===== src/rtl/fifo72_frame_mux.sv =====
// fifo72_frame_mux
//   Frame-granular 2:1 merger. Whole frames are pulled from two
//   standard-read RX FIFOs (1-cycle read latency) and written unbroken
//   into a single TX FIFO. Arbitration is round-robin, one frame at a
//   time. Per-port forwarded-frame counters are kept.
//
//   Word format: [71:64] lane-valid mask, [63:0] data. Any mask other
//   than 8'hFF marks the last word of a frame (8'h00 is a pure
//   terminator and is forwarded like any other word).
//
// Ports
//   sys_clk              clock for all logic
//   sys_rst              synchronous reset, active low
//   rx0_dout/rx0_empty   port-0 RX FIFO read data / empty flag
//   rx0_rd_en            port-0 RX FIFO read strobe
//   rx1_dout/rx1_empty   port-1 RX FIFO read data / empty flag
//   rx1_rd_en            port-1 RX FIFO read strobe
//   tx_din/tx_wr_en      TX FIFO write data / write strobe
//   tx_full              TX FIFO full flag
//   busy                 high while a frame transfer is in progress
//   frm_cnt0/frm_cnt1    frames forwarded from port 0 / port 1 (wrapping)

module fifo72_frame_mux #(
  parameter int CntWidth = 32
) (
  input  logic                sys_clk,
  input  logic                sys_rst,
  input  logic [71:0]         rx0_dout,
  input  logic                rx0_empty,
  output logic                rx0_rd_en,
  input  logic [71:0]         rx1_dout,
  input  logic                rx1_empty,
  output logic                rx1_rd_en,
  output logic [71:0]         tx_din,
  input  logic                tx_full,
  output logic                tx_wr_en,
  output logic                busy,
  output logic [CntWidth-1:0] frm_cnt0,
  output logic [CntWidth-1:0] frm_cnt1
);

  typedef enum logic [1:0] {
    IDLE = 2'd0,
    XFER = 2'd1,
    LAST = 2'd2
  } state_t;

  state_t              state_q;
  logic                sel_q;
  logic                last_grant_q;
  logic                rd_q;
  logic                skid_v_q;
  logic [71:0]         skid_q;
  logic                eof_pend_q;
  logic [71:0]         tx_hold_q;
  logic [CntWidth-1:0] cnt0_q;
  logic [CntWidth-1:0] cnt1_q;

  logic [71:0] cur_dout;
  logic        cur_empty;
  logic        grant;
  logic        arr_eof;
  logic        rd_go;
  logic        wr_skid;
  logic        wr_arr;
  logic [71:0] wr_data;
  logic        wr_eof;

  assign cur_dout  = sel_q ? rx1_dout  : rx0_dout;
  assign cur_empty = sel_q ? rx1_empty : rx0_empty;

  // Both requesting: take the port that did not win last time.
  // Otherwise the single requester wins (port 1 only when port 0 is empty).
  assign grant = (!rx0_empty && !rx1_empty) ? !last_grant_q : rx0_empty;

  // The word arriving this cycle is already visible, so its end-of-frame
  // mask blocks the next read in the same cycle; without this the read
  // issued alongside the eof arrival would pull the next frame's first word.
  assign arr_eof = rd_q && (cur_dout[71:64] != 8'hFF);

  // At most one word in flight plus one in skid: a read is only issued
  // when the TX side can take the word that is already arriving.
  assign rd_go = (state_q == XFER) && !cur_empty && !tx_full &&
                 !skid_v_q && !eof_pend_q && !arr_eof;

  assign rx0_rd_en = rd_go && !sel_q;
  assign rx1_rd_en = rd_go &&  sel_q;

  // Skid and arrival never coincide: reads stop while skid is loaded and
  // the word that loaded it was the only one in flight. The write decision
  // is made in the same cycle as tx_full is seen, so a full TX FIFO is
  // never overrun.
  assign wr_skid  = skid_v_q && !tx_full;
  assign wr_arr   = rd_q && !tx_full;
  assign tx_wr_en = wr_skid || wr_arr;
  assign wr_data  = skid_v_q ? skid_q : cur_dout;
  assign tx_din   = tx_wr_en ? wr_data : tx_hold_q;
  assign wr_eof   = tx_wr_en && (wr_data[71:64] != 8'hFF);

  assign busy     = (state_q != IDLE);
  assign frm_cnt0 = cnt0_q;
  assign frm_cnt1 = cnt1_q;

  // Frame FSM plus all datapath state.
  always_ff @(posedge sys_clk) begin
    if (!sys_rst) begin
      state_q      <= IDLE;
      sel_q        <= 1'b0;
      last_grant_q <= 1'b1;
      rd_q         <= 1'b0;
      skid_v_q     <= 1'b0;
      skid_q       <= '0;
      eof_pend_q   <= 1'b0;
      tx_hold_q    <= '0;
      cnt0_q       <= '0;
      cnt1_q       <= '0;
    end else begin
      rd_q <= rd_go;
      if (tx_wr_en) begin
        tx_hold_q <= wr_data;
      end
      case (state_q)
        IDLE: begin
          if (!rx0_empty || !rx1_empty) begin
            sel_q        <= grant;
            last_grant_q <= grant;
            state_q      <= XFER;
          end
        end
        XFER: begin
          if (rd_q && tx_full) begin
            skid_v_q <= 1'b1;
            skid_q   <= cur_dout;
          end else if (wr_skid) begin
            skid_v_q <= 1'b0;
          end
          if (arr_eof) begin
            eof_pend_q <= 1'b1;
          end
          if (wr_eof) begin
            state_q <= LAST;
          end
        end
        LAST: begin
          if (sel_q) begin
            cnt1_q <= cnt1_q + CntWidth'(1);
          end else begin
            cnt0_q <= cnt0_q + CntWidth'(1);
          end
          eof_pend_q <= 1'b0;
          state_q    <= IDLE;
        end
        default: state_q <= IDLE;
      endcase
    end
  end

endmodule

===== config.mk =====
export PLATFORM = sky130hd
export DESIGN_NAME = fifo72_frame_mux
export DESIGN_NICKNAME = d
export VERILOG_FILES = /design/src/rtl/fifo72_frame_mux.sv
export SDC_FILE = /design/constraint.sdc
export NUM_CORES = 1
export LEC_CHECK = 0
export ABC_AREA = 1
export BUFFER_PORTS_ARGS = -buffer_cell sky130_fd_sc_hd__buf_2
export CORE_ASPECT_RATIO = 0.6
export CORE_MARGIN = 10
export CORE_UTILIZATION = 50
export CTS_BUF_LIST = sky130_fd_sc_hd__clkbuf_4
export DETAILED_ROUTE_END_ITERATION = 6
export PLACE_DENSITY = 0.74
export SLEW_MARGIN = 25
export SYNTH_ARGS = -nofsm -noshare
export SYNTH_HDL_FRONTEND = slang
export SYNTH_SLANG_ARGS = --single-unit

===== constraint.sdc =====
create_clock -name sys_clk -period 4.7 [get_ports sys_clk]
set_input_delay 0.47 -clock sys_clk [delete_from_list [all_inputs] [get_ports sys_clk]]
set_output_delay 0.47 -clock sys_clk [all_outputs]
set_load 0.1 [all_outputs]

==> reports/results.tsv, run 1 <==
stage	metric	value	unit
outcome	status	finished clean	
finish	postLayoutCoreUtil	0.624	
power_and_ir_drop	leakagePower	6.25	nW
finish	drive_gt1_frac	0.208	
setup_path	cp_slowest_stage_delay	0.70	ns
floorplan	core_area	20300	um2
worst_hold_path	whs_endpoint	skid_q[66]$_SDFFE_PN0P_	
drt	drt-total-wl	32.9	mm
synth	synth-seq-cells	215	
global_route	grt_pass1_wl	52.7	mm
floorplan	rows	40	
setup_path	slowest_stage	dfxtp_2	
setup_path	crit_arrival	3.17	ns
timing	rsz0062_at_grt	false	
timing	fmax	275	MHz
cts	h-tree-depth	2	
finish	syn_to_final_growth	20.8	%
cts	cts_tree	built	
global_route	grt_max_degree	87	
cts	clockBufferDepth	3	
drt	wl_per_cell	15.0	um
drt	drc_errors	0	
synth	synth_cells	1622	
finish	final_area	12600	um2
setup_path	crit_fanout	38	
setup_path	crit_type	reg2out	
synth	synth_xor_area_frac	0.00669	
cts	clk_pin_slew	0.07	ns
drt	via_per_inst	5.07	
placement	routabilityCongestion	0.901	
global_route	grt_usage	0.229	
synth	synth_fp_nets	1773	
setup_path	critical_path.top_delay_family	buffers and inverters	
global_route	antenna_found_initial	1	
synth	synth_warnings	0	
synth	synth_fa_ha_area_frac	0.00239	
setup_path	startpoint_type	flop	
setup_path	worst-r2r-cell-count	9	
job	max_cap_violations	0	
worst_hold_path	min_path_cells	3	
drt	drtIter0Drc	769	
timing	post-route-min-period	3.64	ns
cts	cts_hold_buf	0	
setup_path	critPathCaptureType	output port	
synth	synth-simple-area-share	0.374	
power_and_ir_drop	powerDensity	331	nW/um2
setup_path	crit_required	4.23	ns
synth	synth.yosys.seq_area_share	0.411	
timing	finClkSkew	0.0602	ns
worst_hold_path	min_path_type	in2reg	
timing	finalCritPeriodShare	0.774	
global_route	grt_pass1_vias	10500	
setup_path	worstPathBufferInverterCount	3	
cts	cts.sinks	215	
timing	slew_viol_final	0	
synth	syn_area	10500	um2
cts	cts_buffers	53	
synth	synthMuxAreaShare	0	
synth	synth_top_family_by_area	simple AND/OR/NAND/NOR gates	
cts	cts_setup_buffers	0	
timing	worstMarginPinSlew	0.921	ns
floorplan	die_h	132	um
worst_hold_path	hp-start	rx1_dout[66]	
setup_path	reg2reg_from	sel_q$_SDFFE_PN0P_	
setup_path	path_cells	o21ai_4 -> inv_2 -> buf_4 -> nor2_1 -> a21oi_1 -> buf_2	
finish	fin_nets	2042	
global_route	grt_overflow_total	0	
synth	synth_cell_types	36	
timing	relSlewSlack	0.386	
placement	portBuffers	288	
floorplan	start_util	0.516	
drt	final_antenna_net_count	0	
synth	syn_area_per_cell	6.45	um2
timing	setup_tns	0	ns
floorplan	dieArea	27300	um2
floorplan	die_w	207	um
drt	firstDrtPassIters	5	
cts	clkLatencyLatePin	0.69	ns
placement	dp_cells	2109	
placement	detailed_place.area	12000	um2
placement	hpwl	23.1	mm
finish	layout.cells.non_filler	2200	
drt	vias	11200	
cts	ctsResizeCount	0	
timing	setup_viol	0	
synth	synth-compound-area-share	0.135	
cts	root_buffer	clkbuf_4	
power_and_ir_drop	peakVddDrop	0.188	mV
floorplan	num_io_pins	289	
setup_path	r2r_end	frm_cnt1[27]$_SDFFE_PN0P_	
timing	hold_viol	0	
setup_path	regToRegSetupSlack	2.15	ns
## Yosys cell counts
cell type	n	area share
nand3_2	4	0.0038
nor3_1	12	0.0057
nand3b_2	1	0.0011
nor3_2	2	0.0019
a21oi_1	171	0.082
buf_1	6	0.0022
nand2_2	1	0.00060
o21bai_1	1	0.00072
a31oi_1	3	0.0018
nand3_4	1	0.0017
nand3b_1	1	0.00072
nand4_1	13	0.0078
buf_2	35	0.017
nor4_1	1	0.00060
o21a_1	2	0.0014
or2_2	1	0.00060
dfxtp_1	215	0.41
ha_1	2	0.0024
buf_4	4	0.0029
a211oi_1	3	0.0022
clkbuf_1	42	0.015
clkinv_1	1	0.00036
o21ai_2	1	0.00084
inv_1	90	0.032
nor2_2	3	0.0018
o2111ai_1	1	0.00084
nor2_4	2	0.0022
inv_2	4	0.0014
nor2_8	1	0.0019
o21ai_0	95	0.045
nor3b_1	4	0.0029
nor2_1	312	0.11
xor2_1	8	0.0067
nand2_1	466	0.17
nand3_1	49	0.023
and2_1	64	0.038
## cell usage in the layout (no fill, tap or decap), drive strengths merged
master and instances:
diode 1, or2 1, nor4 1, a31oi 3
a21oi 171, clkinv 16, inv 95, o2111ai 1
a211oi 3, clkbuf 72, nor3b 4, ha 2
dfxtp 215, o21a 2, nand4 13, bufinv 2
nand3b 2, xor2 8, buf 301, o21ai 96
and2 64, nor3 14, o21bai 1, nor2 318
nand2 467, nand3 54
## cell families after synthesis
group	after synthesis
simple gates	938
flops	215
compound gates	277
buf+inv	182
fa+ha+maj	2
xor+xnor	8
## worst max path at each step
| stage | start | end | slack [ns] | cells after the start |
|---|---|---|---|---|
| floorplan | tx_full | tx_din[14] | 1.65 | 7 |
| global placement | skid_v_q$_SDFFE_PN0P_ | tx_din[48] | 1.76 | 6 |
| detailed placement | skid_v_q$_SDFFE_PN0P_ | tx_din[48] | 1.72 | 6 |
| CTS | skid_v_q$_SDFFE_PN0P_ | tx_din[48] | 0.98 | 6 |
| global route | skid_v_q$_SDFFE_PN0P_ | tx_din[34] | 0.81 | 6 |
| finish | skid_v_q$_SDFFE_PN0P_ | tx_din[34] | 1.06 | 6 |
## registers in the layout, indices dropped and copies added (netlist names)
signal        count
sel_q             1
eof_pend_q        1
frm_cnt0         32
frm_cnt1         32
rd_q              1
tx_hold_q        72
state_q           2
skid_q           72
skid_v_q          1
last_grant_q      1
## power breakdown
part / switching [W] / internal [W]
combinational: 0.000572 / 0.000169
sequential: 0.0000135 / 0.00185
clock: 0.000761 / 0.000815
total: 0.00135 / 0.00284
## per-layer routing
metal,global-route usage,up-vias,part of all wire,wire length [um]
met1,0.306,4981,0.45,14900
met3,0.0643,46,0.090,2960
met4,0.0537,0,0.016,514
li1,-,5707,-,-
met5,0,-,0,0
met2,0.357,426,0.44,14500
## per-stage QoR
step | hold slack, ns | total power (W) | setup slack (ns)
after detailed placement | 0.464 | 0.00265 | 1.72
after global routing | 0.0381 | 0.00440 | 0.810
after CTS | 0.0364 | 0.00424 | 0.983
after global placement | 0.440 | 0.00264 | 1.76
final | 0.0795 | 0.00419 | 1.06
after floorplan | 0.429 | 0.00247 | 1.65
## worst register-to-register path: stages (launching register included)
cell	delay [ns]
dfxtp_4	0.35
buf_4	0.68
nand3_4	0.28
nor2_4	0.22
nand3_2	0.13
nor2_2	0.40
nand2_1	0.18
nand2_1	0.09
nand2_1	0.05
nor2_1	0.10
## layout make-up
class	count	area, um2
fillers	2008	7630
multi-input cells	1225	5430
flip-flops and latches	215	4310
repair buffers	301	1540
clock buffers	72	541
inverters	95	357
well taps	273	342
clock inverters	18	121
diodes	1	2.50
(Power assumes the default switching activity.)
==> run 2, diff against run 1 <==
Settings changed: CORE_UTILIZATION 50 to 49, PLACE_DENSITY 0.74 to 0.76.
Clock period 4.7 ns to 3 ns, I/O delays scaled along.
==> run 2 against run 1 <==
Critical path depth grew 3. Setup slack lost 0.86 ns. Critical path type unchanged. Combinational power grew 110%. Cell count grew 5.1%. Global-route usage grew 1.9 points. Sequential share of layout area shrank 5.1 points. Total power grew 65%. Routed wire length grew 8.8%. Clock power grew 54%.
==> reports/results.tsv, run 2 (synthesis gave the netlist of run 1 again) <==
stage	metric	value	unit
setup_path	reg2reg_from	state_q[1]$_SDFFE_PN0P_	
power_and_ir_drop	p_seq_frac	0.424	
global_route	grt_pass1_vias	11700	
cts	clkLatencyLatePin	0.68	ns
power_and_ir_drop	leakagePower	6.93	nW
setup_path	worst-r2r-cell-count	6	
worst_hold_path	min_path_type	in2reg	
finish	syn_to_final_growth	42.0	%
power_and_ir_drop	peakVddDrop	0.258	mV
drt	firstDrtPassIters	5	
job	max_cap_violations	0	
placement	detailed_place.area	13200	um2
finish	final_area	14900	um2
drt	drc_errors	0	
global_route	grt_max_degree	180	
finish	n_fill_cell	1695	
drt	drt-total-wl	35.8	mm
timing	fmax	358	MHz
finish	final_common_cell	nand2_1	
floorplan	rows	41	
global_route	grt-busiest-layer	met2	
setup_path	regToRegSetupSlack	0.90	ns
outcome	status	finished clean	
global_route	grt_overflow_total	0	
cts	cts_tree	built	
worst_hold_path	hp-start	rx1_dout[67]	
global_route	grt_usage	0.249	
worst_hold_path	min_path_cells	5	
placement	preCtsSetupSlack	0.664	ns
timing	setup_viol	0	
power_and_ir_drop	internal_power	0.00473	W
power_and_ir_drop	switching_power	0.00219	W
global_route	antenna_found_initial	6	
cts	cts.sinks	215	
timing	worstMarginPinSlew	0.747	ns
floorplan	die_w	209	um
global_route	gr-usage-met2	0.396	
setup_path	r2r_end	skid_q[66]$_SDFFE_PN0P_	
floorplan	die_h	133	um
finish	fin_nets	2138	
setup_path	critPathLaunch	sel_q$_SDFFE_PN0P_	
power_and_ir_drop	powerDensity	465	nW/um2
timing	setup_tns	0	ns
timing	slew_viol_final	0	
cts	h-tree-depth	2	
drt	final_antenna_net_count	0	
finish	drive_gt1_frac	0.202	
setup_path	critPathMostFrequentCell	nand2_1	
finish	reg_top3	skid_q x72, tx_hold_q x72	
timing	relSlewSlack	0.502	
timing	worst_slack	0.203	ns
timing	finClkSkew	0.0454	ns
cts	root_buffer	clkbuf_4	
floorplan	dieArea	27800	um2
global_route	grt_pass1_wl	58.7	mm
timing	rsz0062_at_grt	true	
setup_path	crit_arrival	2.50	ns
setup_path	crit_required	2.70	ns
setup_path	crit_type	reg2out	
cts	cts_buffers	50	
placement	portBuffers	288	
floorplan	core_area	21000	um2
setup_path	path_cells	inv_2 -> nand2_1 -> nand2_1 -> nor2_1 -> nand3_1 -> o21ai_1 -> nand2_1 -> nor2_2 -> buf_12	
cts	clockBufferDepth	3	
timing	post-route-min-period	2.80	ns
placement	routabilityCongestion	0.892	
finish	layout_common_cells	466 x nand2_1, 310 x nor2_1, 213 x dfxtp_1	
power_and_ir_drop	switching_share	0.316	
worst_hold_path	whs_endpoint	skid_q[67]$_SDFFE_PN0P_	
placement	hpwl	23.6	mm
timing	hold_viol	0	
drt	vias	12000	
drt	drtIter0Drc	1008	
timing	hold_slack	0.0412	ns
power_and_ir_drop	pwr-share-comb	0.224	
cts	clk_pin_slew	0.07	ns
global_route	met1_usage	0.310	
setup_path	crit_fanout	10	
setup_path	startpoint_type	flop	
power_and_ir_drop	finalPower	0.00691	W
setup_path	critPathCaptureType	output port	
timing	finalCritPeriodShare	0.932	
drt	via_per_inst	5.19	
floorplan	num_io_pins	289	
floorplan	start_util	0.499	
setup_path	slowest_stage	dfxtp_4	
power_and_ir_drop	pwr-share-clk	0.352	
global_route	met3_usage	0.0712	
drt	wl_per_cell	15.5	um
setup_path	cp_slowest_stage_delay	0.45	ns
[run 2: cell types whose count changed in the layout (fill, tap and decap cells not counted), moves of 2 or more]
cell / before / now
buf_2: 287 / 212
nor2_1: 312 / 310
buf_4: 14 / 9
dlygate4sd3_1: 0 / 96
clkbuf_4: 72 / 76
diode_2: 1 / 6
buf_12: 0 / 82
nor2_2: 3 / 5
[run 2: routing by layer]
layer | share of wire | vias to the layer above
li1 | - | 5903
met5 | 0 | -
met3 | 0.093 | 94
met2 | 0.45 | 506
met1 | 0.42 | 5506
met4 | 0.030 | 0
[run 2: worst max-delay path by stage]
stage	endpoint	slack, ns	depth (start not counted)
detailed placement	tx_din[50]	0.66	7
global route	rx0_rd_en	-0.02	9
floorplan	tx_hold_q[58]$_SDFF_PN0_	0.16	8
global placement	tx_din[43]	0.70	7
CTS	rx0_rd_en	0.03	9
finish	rx0_rd_en	0.20	9
[run 2: stage by stage]
step,utilization,instances
after CTS,0.706,2305
after floorplan,-,1622
final,0.709,2313
after global placement,0.628,2116
after global routing,0.709,2313
after detailed placement,0.628,2116
[run 2: area by class of cell]
cell class	instances	area (um2)	area share
Clock inverter	17	91.3	0.00614
Tap cell	279	349	0.0235
Antenna cell	6	15.0	0.00101
Timing Repair Buffer	400	3740	0.252
Sequential cell	215	4310	0.290
Clock buffer	76	571	0.0384
Multi-Input combinational cell	1225	5430	0.365
Inverter	95	357	0.0240
[run 2: worst max-delay path: cells and delay by family, from the launching register on]
kind / cells / cell delay [ns]
AO/OA/AOI/OAI: 1 / 0.18
AND/OR/NAND/NOR: 6 / 0.83
buffers and inverters: 2 / 0.33
flip-flops: 1 / 0.45
[run 2: repair_timing]
item                                    CTS  global route
endpoints found under the hold margin    56             0
cloned                                    0             0
buffers inserted                          0             2
hold buffers                             96             0
gates resized for setup                   2             9
endpoints found under the setup margin   65            44
[run 2: power by group through the flow]
stage / sequential, W / combinational [W] / clock, W
floorplan: 0.00298 / 0.000886 / 0
global placement: 0.00299 / 0.00136 / 0
global route: 0.00293 / 0.00166 / 0.00265
detailed placement: 0.00299 / 0.00138 / 0
CTS: 0.00293 / 0.00152 / 0.00249
finish: 0.00293 / 0.00155 / 0.00243
==> run 3, diff against run 2 <==
Settings changed: ABC_AREA 1 to unset, CORE_UTILIZATION 49 to 40, PLACE_DENSITY 0.76 to 0.63.
Clock period 3 ns to 2.5 ns, I/O delays scaled along.
==> run 3 against run 2 <==
The run now ends with negative setup slack left. Cell area grew 10%. Die area up 17%. Via count down 16%. Critical path depth fell by 4. Cell count shrank 14%. Clock power up 17%. Critical path type unchanged. Critical endpoint is now rx1_rd_en. Largest cell class unchanged. Highest routed layer unchanged.
==> reports/results.tsv, run 3 <==
stage	metric	value	unit
timing	finalCritPeriodShare	1.09	
timing	hold_slack	0.188	ns
synth	synth_top_area_cell	dfxtp_1	
synth	yosysTopAreaCellShare	0.422	
floorplan	die_h	144	um
cts	clk_pin_slew	0.07	ns
synth	synth.yosys.seq_area_share	0.422	
floorplan	rows	45	
global_route	antenna_found_initial	6	
global_route	grt-busiest-layer	met2	
power_and_ir_drop	powerDensity	485	nW/um2
outcome	failed_checks	negative setup slack	
power_and_ir_drop	peakVddDrop	0.333	mV
timing	slew_viol_final	0	
timing	hold_viol	0	
finish	fin_nets	1768	
synth	synth_fp_nets	1316	
setup_path	crit_arrival	2.47	ns
placement	hpwl	21.0	mm
finish	drive_gt1_frac	0.352	
timing	rsz0062_at_grt	true	
global_route	grt_overflow_total	0	
drt	drc_errors	0	
setup_path	crit_required	2.25	ns
drt	firstDrtPassIters	5	
finish	ff_latch_area	4320	um2
synth	syn_area	10200	um2
timing	worstMarginPinSlew	0.688	ns
drt	final_antenna_net_count	0	
power_and_ir_drop	pwr-share-comb	0.203	
global_route	grt_pass1_wl	53.8	mm
finish	final_common_cell	buf_2	
drt	wl_per_cell	17.9	um
finish	syn_to_final_growth	60.7	%
global_route	grt_max_degree	92	
floorplan	num_io_pins	289	
outcome	status	finished, violations left	
cts	cts_buffers	54	
drt	drtIter0Drc	541	
timing	setup_viol	56	
worst_hold_path	min_path_cells	6	
power_and_ir_drop	switching_share	0.289	
power_and_ir_drop	switching_power	0.00230	W
synth	synth_cell_types	48	
global_route	met3_usage	0.0637	
placement	portBuffers	288	
placement	preCtsSetupSlack	0.110	ns
finish	multi_input_area	6350	um2
floorplan	core_area	25200	um2
synth	synth_warnings	0	
power_and_ir_drop	leakagePower	7.54	nW
synth	syn_area_per_cell	8.76	um2
global_route	grt_usage	0.205	
floorplan	dieArea	32500	um2
timing	worst_slack	-0.221	ns
timing	post-route-min-period	2.72	ns
worst_hold_path	min_path_type	in2reg	
power_and_ir_drop	p_seq_frac	0.438	
setup_path	startpoint_type	flop	
finish	layout_common_cells	212 x buf_2, 210 x dfxtp_1, 169 x nand2_1	
setup_path	crit_fanout	10	
finish	postLayoutCoreUtil	0.650	
setup_path	crit_type	reg2out	
setup_path	worst-r2r-cell-count	7	
synth	dominantRegCellSynth	dfxtp_1	
timing	relSlewSlack	0.538	
power_and_ir_drop	internal_power	0.00565	W
job	max_cap_violations	0	
global_route	met1_usage	0.256	
setup_path	critPathCaptureType	output port	
floorplan	start_util	0.405	
cts	root_buffer	clkbuf_4	
timing	finClkSkew	0.0270	ns
synth	synth-seq-cells	215	
floorplan	die_w	226	um
global_route	grt_pass1_vias	9888	
cts	h-tree-depth	2	
cts	clockBufferDepth	3	
synth	synth_cells	1165	
synth	synth_area_leaders	dfxtp_1 42%, mux2i_1 8.4%, and2_1 8.2%	
drt	drt-total-wl	35.5	mm
cts	clkLatencyLatePin	0.69	ns
drt	via_per_inst	5.09	
placement	routabilityCongestion	0.827	
finish	n_fill_cell	1971	
synth	synth_edf_count	0	
cts	cts.sinks	215	
power_and_ir_drop	pwr-share-clk	0.359	
global_route	gr-usage-met2	0.330	
drt	vias	10100	
timing	fmax	368	MHz
synth	synth_most_common_cell	dfxtp_1	
power_and_ir_drop	finalPower	0.00795	W
cts	cts_tree	built	
synth	synth_common_cells	215 x dfxtp_1, 170 x nand2_1, 133 x and2_1, 86 x mux2i_1, 69 x nor2_1	
synth	async_flop_share	0	
finish	reg_top3	skid_q x72, tx_hold_q x72	
## run 3: repair_timing
| action | in CTS | in global routing |
|---|---|---|
| buffers inserted | 8 | 5 |
| gates cloned | 5 | 1 |
| pin swaps | 3 | 1 |
| hold buffers | 156 | 0 |
| endpoints found under the setup margin | 74 | 80 |
| gates resized for setup | 153 | 43 |
| endpoints found under the hold margin | 87 | 0 |
## run 3: path summary, 6_finish.rpt
kind | from | slack (ns) | to
hold reg to reg | frm_cnt1[31]$_SDFFE_PN0P_ | 0.48 | frm_cnt1[31]$_SDFFE_PN0P_
setup reg to reg | sel_q$_SDFFE_PN0P_ | -0.06 | skid_q[15]$_SDFFE_PN0P_
setup / recovery | sel_q$_SDFFE_PN0P_ | -0.22 | rx1_rd_en
hold / removal | rx0_dout[70] | 0.19 | eof_pend_q$_SDFFE_PN0P_
## run 3: worst max-delay path, cell delays in order (launching register included)
cell and delay, ns:
dfxtp_4 0.39, nor3b_2 0.33, o2111ai_2 0.20, a2111oi_4 0.44, and2_1 0.24, buf_12 0.18
## run 3: layer usage
metal	wire [um]	vias to the layer above
li1	-	4944
met5	0	-
met4	945	0
met2	16900	282
met1	15100	4761
met3	2520	79
## run 3: through the flow
step                TNS, ns  cells  instance area [um2]
floorplan            -23.30   1165                10300
global placement          0   1716                13100
detailed placement        0   1716                13100
CTS                   -8.81   1968                16100
global route         -16.05   1978                16400
finish                -3.89   1979                16400
## run 3: power by group through the flow
stage | clock (W) | sequential [W] | combinational [W]
floorplan | 0 | 0.00355 | 0.000691
global placement | 0 | 0.00356 | 0.00108
detailed placement | 0 | 0.00356 | 0.00109
CTS | 0.00294 | 0.00348 | 0.00153
global route | 0.00315 | 0.00348 | 0.00170
finish | 0.00285 | 0.00348 | 0.00162
## run 3: cells by family after synthesis
| family | after synthesis | synth area share |
|---|---|---|
| mux | 94 | 0.0932 |
| buf+inv | 91 | 0.0430 |
| fa+ha+maj | 2 | 0.00245 |
| xor+xnor | 57 | 0.0489 |
| simple gates | 493 | 0.252 |
| compound gates | 213 | 0.139 |
| flops | 215 | 0.422 |
## run 3: cell type report
class                           instances  area share
Multi-Input combinational cell        860       0.387
Timing Repair Buffer                  481       0.285
Sequential cell                       215       0.263
Clock buffer                           80      0.0366
Tap cell                              329      0.0251
Inverter                                5     0.00114
Antenna cell                            6    0.000916
Clock inverter                          3    0.000763
